File: src/rtl/adc_conv_sequencer.sv
// adc_conv_sequencer: drives sar_ctrl en/soc, captures eoc/data results into a show-ahead FIFO.
// Latency: start -> soc 1 cycle; eoc rising edge -> FIFO write 1 cycle later, rd_valid the cycle after.
// Backpressure: none toward sar_ctrl; a full FIFO drops the sample and sets the sticky overflow flag.
module adc_conv_sequencer #(
  parameter int SIZE    = 12,
  parameter int DEPTH   = 4,
  parameter int SETTLE  = 8,
  parameter int TIMEOUT = 64
) (
  input  logic                     clk,
  input  logic                     rst,
  input  logic                     enable,
  input  logic                     start,
  input  logic                     cont,
  input  logic [15:0]              period,
  input  logic                     clr,
  output logic                     adc_en,
  output logic                     soc,
  input  logic                     eoc,
  input  logic [SIZE-1:0]          data,
  output logic                     rd_valid,
  output logic [SIZE-1:0]          rd_data,
  input  logic                     rd_ready,
  output logic                     busy,
  output logic                     overflow,
  output logic                     timeout,
  output logic [$clog2(DEPTH):0]   level
);

  localparam int AW = $clog2(DEPTH);

  typedef enum logic [2:0] {
    S_OFF, S_SETTLE, S_IDLE, S_SOC, S_WAIT_EOC, S_CAPTURE, S_HOLD
  } state_t;

  state_t            state_q, state_d;
  logic [15:0]       cnt_q, cnt_d;
  logic              adc_en_q, eoc_q;
  logic [SIZE-1:0]   sample_q;
  logic              overflow_q, overflow_d, timeout_q, timeout_d;
  logic [AW-1:0]     wr_ptr_q, wr_ptr_d, rd_ptr_q, rd_ptr_d;
  logic [AW:0]       count_q, count_d;
  logic [SIZE-1:0]   mem_q [DEPTH];

  logic eoc_rise, sample_en, push_req, to_set;
  logic full, pop, push_ok, ovf_set;

  assign eoc_rise = eoc && !eoc_q;

  // Next-state and counter logic; enable low overrides everything and parks in OFF
  always_comb begin
    state_d   = state_q;
    cnt_d     = cnt_q;
    sample_en = 1'b0;
    push_req  = 1'b0;
    to_set    = 1'b0;
    case (state_q)
      S_OFF: begin
        if (enable) begin
          state_d = S_SETTLE;
          cnt_d   = 16'(SETTLE - 1);
        end
      end
      S_SETTLE: begin
        if (cnt_q == '0) state_d = S_IDLE;
        else             cnt_d   = cnt_q - 16'd1;
      end
      S_IDLE: begin
        if (start || cont) state_d = S_SOC;
      end
      S_SOC: begin
        state_d = S_WAIT_EOC;
        cnt_d   = 16'(TIMEOUT - 1);
      end
      S_WAIT_EOC: begin
        if (eoc_rise) begin
          state_d   = S_CAPTURE;
          sample_en = 1'b1;
        end else if (cnt_q == '0) begin
          state_d = S_IDLE;
          to_set  = 1'b1;
        end else begin
          cnt_d = cnt_q - 16'd1;
        end
      end
      S_CAPTURE: begin
        push_req = 1'b1;
        if (cont && (period != '0)) begin
          state_d = S_HOLD;
          cnt_d   = period - 16'd1;
        end else if (cont) begin
          state_d = S_SOC;
        end else begin
          state_d = S_IDLE;
        end
      end
      S_HOLD: begin
        if (cnt_q == '0) state_d = cont ? S_SOC : S_IDLE;
        else             cnt_d   = cnt_q - 16'd1;
      end
      default: state_d = S_OFF;
    endcase
    // Disabling discards any in-flight conversion: no push, no timeout
    if (!enable) begin
      state_d   = S_OFF;
      cnt_d     = '0;
      sample_en = 1'b0;
      push_req  = 1'b0;
      to_set    = 1'b0;
    end
  end

  // FIFO pointer/occupancy and sticky flag next-state; a pop frees the slot a same-cycle push needs
  always_comb begin
    full     = (count_q == (AW+1)'(DEPTH));
    pop      = (count_q != '0) && rd_ready;
    push_ok  = push_req && (!full || pop);
    ovf_set  = push_req && full && !pop;
    wr_ptr_d = wr_ptr_q;
    rd_ptr_d = rd_ptr_q;
    count_d  = count_q;
    if (clr) begin
      wr_ptr_d = '0;
      rd_ptr_d = '0;
      count_d  = '0;
    end else begin
      if (push_ok) wr_ptr_d = wr_ptr_q + 1'b1;
      if (pop)     rd_ptr_d = rd_ptr_q + 1'b1;
      if (push_ok && !pop)      count_d = count_q + 1'b1;
      else if (pop && !push_ok) count_d = count_q - 1'b1;
    end
    overflow_d = (overflow_q && !clr) || ovf_set;
    timeout_d  = (timeout_q && !clr) || to_set;
  end

  // Control state, counters, sample register and flags
  always_ff @(posedge clk or posedge rst) begin
    if (rst) begin
      state_q    <= S_OFF;
      cnt_q      <= '0;
      adc_en_q   <= 1'b0;
      eoc_q      <= 1'b0;
      sample_q   <= '0;
      wr_ptr_q   <= '0;
      rd_ptr_q   <= '0;
      count_q    <= '0;
      overflow_q <= 1'b0;
      timeout_q  <= 1'b0;
    end else begin
      state_q    <= state_d;
      cnt_q      <= cnt_d;
      adc_en_q   <= enable;
      eoc_q      <= eoc;
      if (sample_en) sample_q <= data;
      wr_ptr_q   <= wr_ptr_d;
      rd_ptr_q   <= rd_ptr_d;
      count_q    <= count_d;
      overflow_q <= overflow_d;
      timeout_q  <= timeout_d;
    end
  end

  // FIFO storage; entries are only observable through rd_data while occupied, so no reset
  always_ff @(posedge clk) begin
    if (push_ok && !clr) mem_q[wr_ptr_q] <= sample_q;
  end

  assign adc_en   = adc_en_q;
  assign soc      = (state_q == S_SOC);
  assign busy     = (state_q != S_OFF) && (state_q != S_IDLE);
  assign rd_valid = (count_q != '0);
  assign rd_data  = rd_valid ? mem_q[rd_ptr_q] : '0;
  assign overflow = overflow_q;
  assign timeout  = timeout_q;
  assign level    = count_q;

endmodule

File: config.mk
export PLATFORM = sky130hd
export DESIGN_NAME = adc_conv_sequencer
export DESIGN_NICKNAME = d
export VERILOG_FILES = /design/src/rtl/adc_conv_sequencer.sv
export SDC_FILE = /design/constraint.sdc
export NUM_CORES = 1
export LEC_CHECK = 0
export CORE_AREA = 2 2 96 98
export DETAILED_ROUTE_END_ITERATION = 8
export DIE_AREA = 0 0 98 100
export PLACE_DENSITY = 0.85
export SLEW_MARGIN = 10
export SYNTH_ARGS = -nofsm -noshare
export SYNTH_HDL_FRONTEND = slang
export SYNTH_SLANG_ARGS = --single-unit
File: constraint.sdc
create_clock -name clk -period 7.1 [get_ports clk]
set_input_delay 1.42 -clock clk [delete_from_list [all_inputs] [get_ports clk]]
set_output_delay 1.42 -clock clk [all_outputs]
set_load 0.05 [all_outputs]
==> out/results.tsv <==
stage	metric	value	unit
floorplan	die height	100	um
route	First-pass DRT Iterations	5	
logic_synthesis	most frequent cell after synthesis	edfxtp_1	
sta	fin worst setup slack	2.94	ns
logic_synthesis	Mapped Area	4720	sq um
setup_path	reg2reg setup slack	3.56	ns
setup_path	Setup CP Type	reg2out	
cts	Clock Latency Late Sink	0.36	ns
route	DR iter-0 viols	220	
sta	Post-Route Setup TNS	0	ns
cells_and_area	layout cells sized above 1	0.132	
place	Setup WS pre-CTS	2.87	ns
route	Routed Antenna Nets	0	
place	GP Congestion	0.910	
logic_synthesis	commonest cells in the netlist	edfxtp_1, dfrtp_1, nor2_1, o21ai_0, nand2_1	
sta	worst-margin pin slew	1.05	ns
setup_path	CP max-delay cell	dfrtp_1	
grt	GR Overflow Total	0	
pwr	PD cells	247	nW/um^2
min_path	WHS Endpoint	cnt_q[10]$_DFFE_PP0P_	
setup_path	critical path fanouts, max	14	
sta	Worst Clk Skew	0.0106	ns
grt	vias in the first global route	3289	
flow_run	maxcap violations	0	
sta	Rel. slew slack	0.296	
logic_synthesis	register area share after synthesis	0.528	
cells_and_area	Nets	498	
sta	post-layout min period	4.16	ns
logic_synthesis	Mapped Cells	409	
floorplan	# IOs	57	
route	metal2 WL	5.17	mm
grt	initial antenna violation count	0	
cts	post-CTS resize count	0	
setup_path	Req. time, crit path	5.68	ns
setup_path	worst reg2reg path depth	11	
route	uppermost routed layer	met4	
pwr	P_leak	2.09	nW
logic_synthesis	#FFs+latches synth	90	
logic_synthesis	Area contributors post-synth	edfxtp_1, dfrtp_1, mux4_2	
logic_synthesis	YS warnings	0	
logic_synthesis	cell accounting for the most synthesized area	edfxtp_1	
route	Avg WL per Cell	17.5	um
floorplan	core footprint	8890	sq um
grt	largest net degree at the start of global routing	43	
place	HPWL Detailed	7.03	mm
min_path	Hold Crit Start	cnt_q[10]$_DFFE_PP0P_	
sta	fin crit share	0.586	
min_path	Hold Crit Class	reg2reg	
route	WL final	10.0	mm
logic_synthesis	syn nets	451	
grt	GRT Util Overall	0.215	
pwr	VDD IR max	0.123	mV
setup_path	CP Launch Type	register	
route	via/cell ratio	6.09	
route	WL met3	593	um
setup_path	CP Capture Type	primary output	
floorplan	DIE AREA	9800	sq um
setup_path	CP Cell Sequence	mux4_2 > and2_1 > clkdlybuf4s50_1	
logic_synthesis	Async SR Flop Fraction	0.467	
route	Metal-1 WL	4.20	mm
place	DP Area	5360	sq um
cts	total clock buffers created by CTS	9	
outcome	status	completed	
min_path	hold depth	1	
sta	Final Setup Violations	0	
pwr	Pwr Total	1.38	mW
cells_and_area	post-layout util	0.629	
setup_path	CP max stage delay	0.90	ns
cts	register clock-pin slew on the reported worst setup and hold paths	0.09	ns
floorplan	FP Rows	35	
sta	Final Hold Fails	0	
cts	Post-CTS Setup Inserts	0	
cts	CTS max path bufs	2	
cts	clock tree sinks	90	
sta	FMAX	0.240	GHz
setup_path	reg2reg end	cnt_q[12]$_DFFE_PP0P_	
place	IO Port Bufs	56	
cts	# hold bufs at CTS	0	
logic_synthesis	Synth Area per Inst	11.5	sq um
cts	Root Buffer	clkbuf_8	
cells_and_area	ant diodes	0	
route	via count	3485	
grt	first-pass GRT wire length	16.6	mm
sta	Slew Viols, Final	0	
cts	H-Tree Depth	3	
logic_synthesis	Yosys cell types	64	
cells_and_area	Area Growth Syn to Fin	18.3	%
floorplan	Starting Density	0.531	
sta	RSZ-0062 raised after global routing	no	
setup_path	CP arrival	2.74	ns
setup_path	Worst R2R Start	state_q[0]$_DFFE_PP0P_	
logic_synthesis	number of synthesized flops with an enable pin	48	
cts	CTS tree	yes	
logic_synthesis	top cell type's share of synthesized area	0.305	
cells_and_area	design area	5590	sq um
floorplan	DIE WIDTH	98	um
logic_synthesis	most used flip-flop cell after synthesis	edfxtp_1	
route	DRC violations left	0	
## worst max path at each step
stage                                  from                    end  slack, ns
finish              rd_ptr_q[0]$_DFFE_PP0P_             rd_data[6]       2.94
global route        rd_ptr_q[0]$_DFFE_PP0P_            rd_data[10]       2.77
CTS                 rd_ptr_q[0]$_DFFE_PP0P_             rd_data[6]       2.87
detailed placement                   enable  mem_q[0][8]$_DFFE_PP_       2.87
global placement                     enable   cnt_q[9]$_DFFE_PP0P_       3.03
floorplan              level[0]$_DFFE_PP0P_            rd_data[10]       3.50
## cells by family (layout without fill, tap and decap cells)
logic type | count (synthesis) | count (layout) | share of synthesized area
xor+xnor | 16 | 16 | 0.0297
fa+ha+maj | 6 | 6 | 0.0175
flops | 90 | 90 | 0.528
simple gates | 141 | 141 | 0.166
mux | 30 | 30 | 0.0988
compound gates | 90 | 90 | 0.130
buf+inv | 36 | 88 | 0.0299
## worst max-delay path: cells and delay by family (launching register included)
| family | cells | cell delay, ns |
|---|---|---|
| flip-flops | 1 | 0.90 |
| buffers and inverters | 1 | 0.69 |
| multiplexers | 1 | 0.62 |
| AND/OR/NAND/NOR | 1 | 0.17 |
## sequential cells by signal (all words and copies together), names as in the netlist, 2 cells and up
| signal | flops |
|---|---|
| wr_ptr_q | 2 |
| sample_q | 12 |
| mem_q | 48 |
| level | 3 |
| state_q | 3 |
| cnt_q | 16 |
| rd_ptr_q | 2 |
## area by class of cell
type | count | area (sq um)
Inverter | 13 | 48.8
Tap cell | 111 | 139
Clock inverter | 6 | 97.6
Sequential cell | 90 | 2490
Fill cell | 682 | 3300
Multi-Input combinational cell | 283 | 2100
Timing Repair Buffer | 59 | 583
Clock buffer | 10 | 128
## power by group
group          total [mW]  internal, mW  leakage (nW)  switching (mW)
Clock               0.391         0.203         0.113           0.187
Sequential          0.649         0.597          1.01          0.0513
Combinational       0.338         0.146         0.974           0.192
## through the flow
step | cells | hold WS (ns)
floorplan | 409 | 0.458
global placement | 556 | 0.486
detailed placement | 556 | 0.502
CTS | 572 | 0.520
global route | 572 | 0.544
finish | 572 | 0.524
## per-layer routing
layer / GRT usage / up-vias
met5: 0 / -
met4: 0.0481 / 0
met3: 0.0481 / 9
met2: 0.368 / 143
met1: 0.283 / 1714
li1: - / 1619
## cells in the final DEF, fill, tap and decap left out, types with 8 or more instances in the layout
| master | count |
|---|---|
| mux2_2 | 13 |
| mux4_2 | 12 |
| nor2_1 | 32 |
| nand3_1 | 14 |
| a22o_1 | 8 |
| or3_1 | 10 |
| dfrtp_1 | 42 |
| and2_1 | 18 |
| edfxtp_1 | 48 |
| clkbuf_8 | 9 |
| xnor2_1 | 9 |
| clkdlybuf4s50_1 | 56 |
| o21ai_0 | 26 |
| a21oi_1 | 15 |
| nand2_1 | 22 |
| inv_1 | 13 |
Note: power is estimated with default switching activity, not from simulation.
